**src/rtl/ifetch_ctrl.sv**
```systemverilog
// Instruction-fetch controller: owns the PC, issues single-outstanding fetches
// and presents one instruction per accepted response (NOP bubble otherwise).
module ifetch_ctrl #(
    parameter logic [31:0] RESET_PC = 32'h0000_0000,
    parameter logic [31:0] NOP_INST = 32'h0000_0013
) (
    input  logic        clk,
    input  logic        rst_n,
    input  logic        jump_en_i,
    input  logic [31:0] jump_addr_i,
    input  logic        hold_i,
    output logic        ibus_req_o,
    output logic [31:0] ibus_addr_o,
    input  logic        ibus_gnt_i,
    input  logic        ibus_rvalid_i,
    input  logic [31:0] ibus_rdata_i,
    output logic [31:0] inst_o,
    output logic [31:0] inst_addr_o
);

    typedef enum logic [1:0] {
        S_REQ  = 2'd0,
        S_WAIT = 2'd1,
        S_HELD = 2'd2
    } state_e;

    state_e      state_q, state_d;
    logic [31:0] pc_q, pc_d;
    logic [31:0] fetch_addr_q, fetch_addr_d;
    logic [31:0] buf_data_q, buf_data_d;
    logic        discard_q, discard_d;
    logic        req;
    logic [31:0] jump_tgt;

    assign jump_tgt    = {jump_addr_i[31:2], 2'b00};
    assign ibus_addr_o = pc_q;
    // Request is masked while reset is asserted even though the state already reads S_REQ.
    assign ibus_req_o  = req && rst_n;

    always_comb begin
        state_d      = state_q;
        pc_d         = pc_q;
        fetch_addr_d = fetch_addr_q;
        buf_data_d   = buf_data_q;
        discard_d    = discard_q;
        req          = 1'b0;
        inst_o       = NOP_INST;
        inst_addr_o  = '0;

        case (state_q)
            S_REQ: begin
                req = !hold_i && !jump_en_i;
                if (jump_en_i) begin
                    pc_d = jump_tgt;
                end else if (req && ibus_gnt_i) begin
                    fetch_addr_d = pc_q;
                    pc_d         = pc_q + 32'd4;
                    state_d      = S_WAIT;
                end
            end

            S_WAIT: begin
                if (jump_en_i) begin
                    pc_d = jump_tgt;
                    // A response in the jump cycle is dropped; otherwise drop the one still in flight.
                    if (ibus_rvalid_i) begin
                        discard_d = 1'b0;
                        state_d   = S_REQ;
                    end else begin
                        discard_d = 1'b1;
                    end
                end else if (ibus_rvalid_i) begin
                    if (discard_q) begin
                        discard_d = 1'b0;
                        state_d   = S_REQ;
                    end else if (hold_i) begin
                        buf_data_d = ibus_rdata_i;
                        state_d    = S_HELD;
                    end else begin
                        inst_o      = ibus_rdata_i;
                        inst_addr_o = fetch_addr_q;
                        state_d     = S_REQ;
                    end
                end
            end

            S_HELD: begin
                if (jump_en_i) begin
                    pc_d    = jump_tgt;
                    state_d = S_REQ;
                end else if (!hold_i) begin
                    inst_o      = buf_data_q;
                    inst_addr_o = fetch_addr_q;
                    state_d     = S_REQ;
                end
            end

            default: state_d = S_REQ;
        endcase
    end

    always_ff @(posedge clk or negedge rst_n) begin
        if (!rst_n) begin
            state_q      <= S_REQ;
            pc_q         <= RESET_PC;
            fetch_addr_q <= '0;
            buf_data_q   <= '0;
            discard_q    <= 1'b0;
        end else begin
            state_q      <= state_d;
            pc_q         <= pc_d;
            fetch_addr_q <= fetch_addr_d;
            buf_data_q   <= buf_data_d;
            discard_q    <= discard_d;
        end
    end

endmodule

```
**config.mk**
```make
export PLATFORM = sky130hd
export DESIGN_NAME = ifetch_ctrl
export DESIGN_NICKNAME = d
export VERILOG_FILES = /design/src/rtl/ifetch_ctrl.sv
export SDC_FILE = /design/constraint.sdc
export NUM_CORES = 1
export LEC_CHECK = 0
export ABC_CLOCK_PERIOD_IN_PS = 4250
export CAP_MARGIN = 10
export CORE_MARGIN = 2
export CORE_UTILIZATION = 53
export CTS_BUF_LIST = sky130_fd_sc_hd__clkbuf_8
export DETAILED_ROUTE_END_ITERATION = 8
export PLACE_DENSITY = 0.95
export SYNTH_ARGS = -nofsm -noshare
export SYNTH_HDL_FRONTEND = slang
export SYNTH_SLANG_ARGS = --single-unit
```
**constraint.sdc**
```tcl
create_clock -name clk -period 4.25 [get_ports clk]
set_input_delay 0.85 -clock clk [delete_from_list [all_inputs] [get_ports clk]]
set_output_delay 0.85 -clock clk [all_outputs]
set_load 0.1 [all_outputs]
```
==> flow_metrics.env <==
export IMPL_status="completed"
export IMPL_fillers=594
export IMPL_ir_worst_vdd_mv=0.795
export IMPL_syn_avg_cell_area_um2=9.91
export IMPL_period_needed_ns=3.82
export IMPL_ctsHoldBuffers=0
export IMPL_critical_path_class="flip-flop to output port"
export IMPL_grt_pass1_wl_um=26300
export IMPL_synth_cell_types=63
export IMPL_p_per_area_mw_per_mm2=691
export IMPL_via_per_inst=6.39
export IMPL_path_max_fanout=30
export IMPL_diodes=0
export IMPL_grt_max_degree=63
export IMPL_setup_viol=0
export IMPL_ys_ff_latch=95
export IMPL_cts_setup_buffers=0
export IMPL_highest_layer="met4"
export IMPL_required_ns=3.40
export IMPL_yosysSeqAreaShare_pct=43.6
export IMPL_tns_ns=0
export IMPL_antenna_found_initial=0
export IMPL_final_hold_violation_count=0
export IMPL_dr_pass1_iters=5
export IMPL_min_period_over_period_pct=89.8
export IMPL_cts_tree="done"
export IMPL_numCtsBuffers=9
export IMPL_wl_met2_um=8480
export IMPL_drt_iter0_drc=618
export IMPL_timing_fmax_mhz=262
export IMPL_drv_cap=0
export IMPL_r2r_setup_slack_ns=1.28
export IMPL_drc_errors=0
export IMPL_final_cell_mix="96 x clkdlybuf4s50_1, 95 x dfrtp_1, 63 x mux2_2, 62 x buf_12, 32 x and2_1"
export IMPL_dr_wl_met3_um=1520
export IMPL_fin_skew_ns=0.0161
export IMPL_syn_inst=550
export IMPL_arrival_ns=2.97
export IMPL_crit_path_start="state_q[1]$_DFFE_PN0P_"
export IMPL_endpoint_kind="output port"
export IMPL_numClockSinks=95
export IMPL_synthArstFlopShare_pct=100
export IMPL_hold_path_class="primary input to asynchronous set/reset pin"
export IMPL_synthTopCellsByArea="dfrtp_1 44%, mux2_2 13%, a22oi_1 4.0%, and2_1 3.7%, nor2b_1 2.6%"
export IMPL_clock_latency_ns=0.37
export IMPL_start_util_pct=53.8
export IMPL_io_pins=167
export IMPL_die_x_um=105
export IMPL_port_buffer_count=160
export IMPL_cts_htree_levels=3
export IMPL_final_core_util_pct=77.6
export IMPL_yosys_area_top_type_share_pct=43.6
export IMPL_timing_rr_end="ibus_addr_o[31]$_DFFE_PN0P_"
export IMPL_drive_gt1_share_pct=24.4
export IMPL_max_stage_delay_ns=0.77
export IMPL_syn_area_mm2=0.00545
export IMPL_dieArea_mm2=0.0111
export IMPL_cp_start_kind="flip-flop"
export IMPL_grt_pass1_vias=5162
export IMPL_slew_headroom_pct=31.3
export IMPL_cts_buffer_depth=2
export IMPL_root_buffer="clkbuf_8"
export IMPL_synth_main_ff_cell="dfrtp_1"
export IMPL_wl_per_cell_um=19.7
export IMPL_layout_commonest_cell="clkdlybuf4s50_1"
export IMPL_wl_met1_um=5860
export IMPL_rsz0062_at_grt="false"
export IMPL_yosysWarnings=0
export IMPL_rr_worst_depth=6
export IMPL_synth_top_area_cell="dfrtp_1"
export IMPL_hpwl_um=11400
export IMPL_rr_startpoint="state_q[0]$_DFFE_PN0P_"
export IMPL_rows=37
export IMPL_path_cells="inv_1, ha_1, nand2b_1, nor2_2, buf_4, and2_1, buf_12"
export IMPL_synth_edf_count=0
export IMPL_clk_pin_slew_worst_paths_ns=0.10
export IMPL_ant_nets=0
export IMPL_tightest_slew_ns=1.03
export IMPL_core_area_mm2=0.0101
export IMPL_slowest_stage="ha_1"
export IMPL_gp_congestion=0.980
export IMPL_drt_total_wl_um=16300
export IMPL_crit_end="inst_addr_o[4]"
export IMPL_cts_resized=0
export IMPL_grt_overflow=0
export IMPL_vias=5264
export IMPL_die_y_um=105
export IMPL_grt_usage_pct=29.3
export IMPL_area_growth_pct=44.3
export IMPL_drv_slew=0
export IMPL_leakagePower_nw=3.08
export IMPL_layout_nets=758
[Yosys cell counts, types with 3 or more instances]
cell type,n
a21oi_1,26
a22oi_1,29
a2bb2oi_1,4
a31oi_1,4
a32oi_1,7
and2_1,32
and3_1,8
and4_1,4
buf_2,16
buf_4,6
buf_6,3
clkbuf_1,26
dfrtp_1,95
ha_1,5
inv_1,7
mux2_2,63
nand2_1,25
nand2b_1,4
nand3_1,20
nand4_1,21
nor2_1,33
nor2b_1,23
nor4_1,8
o211ai_1,4
o21ai_0,20
o22ai_1,7
o32ai_1,3
or4_1,3
[where the power goes]
group | switching, mW | leakage [nW] | internal, mW
clock network | 0.352 | 0.0927 | 0.225
registers | 0.470 | 1.14 | 1.33
logic | 2.08 | 1.85 | 0.974
total | 2.90 | 3.08 | 2.53
[cells by family after synthesis]
family | Yosys count | share of synthesized area [%]
other | 1 | 0.0688
flip-flops | 95 | 43.6
AND/OR/NAND/NOR | 199 | 20.8
multiplexers | 64 | 13.2
buffers and inverters | 60 | 5.33
adder cells (fa/ha/maj) | 5 | 1.15
AO/OA/AOI/OAI | 126 | 15.8
[through the flow]
step	total power, mW	instances	hold WS [ns]	setup slack (ns)	cell area, um^2
2_1_floorplan	3.98	553	0.472	0.223	5460
3_3_place_gp	4.65	808	0.481	0.646	7680
3_5_place_dp	4.81	808	0.487	0.536	7680
4_1_cts	5.39	824	0.431	0.445	7860
5_1_grt	5.67	824	0.453	0.231	7860
6_report	5.44	824	0.419	0.433	7860
[worst max-delay path, delay by kind of cell (launching register included)]
family / cells / cell delay, ns
AND/OR/NAND/NOR: 3 / 0.85
adder cells (fa/ha/maj): 1 / 0.77
buffers and inverters: 3 / 0.56
flip-flops: 1 / 0.41
[routing by layer]
metal	global-route usage, %	up-vias
li1	-	2293
met1	36.8	2520
met2	51.1	388
met3	5.19	63
met4	9.24	0
met5	0	-
[flip-flops by register name (all words and copies together), names as in the netlist]
register and cells:
fetch_addr_q 30, state_q 2, ibus_addr_o 30, buf_data_q 32, discard_q 1
[area by class of cell]
class | count | area (um^2) | share of cell area [%]
tap | 136 | 170 | 2.16
timing repair buffer | 171 | 2300 | 29.2
sequential | 95 | 2380 | 30.2
clock buffer | 9 | 124 | 1.58
inverter | 8 | 30.0 | 0.382
clock inverter | 7 | 62.6 | 0.796
multi-input combinational | 398 | 2800 | 35.6
[how the worst min path moves through the flow]
| stage | from | end | depth (start not counted) |
|---|---|---|---|
| floorplan | fetch_addr_q[31]$_DFFE_PN0P_ | fetch_addr_q[31]$_DFFE_PN0P_ | 1 |
| global placement | fetch_addr_q[20]$_DFFE_PN0P_ | fetch_addr_q[20]$_DFFE_PN0P_ | 1 |
| detailed placement | fetch_addr_q[16]$_DFFE_PN0P_ | fetch_addr_q[16]$_DFFE_PN0P_ | 1 |
| CTS | rst_n | buf_data_q[8]$_DFFE_PN0P_ | 1 |
| global route | rst_n | buf_data_q[8]$_DFFE_PN0P_ | 1 |
| finish | rst_n | buf_data_q[6]$_DFFE_PN0P_ | 1 |
Power figures use the tool's default switching activity.
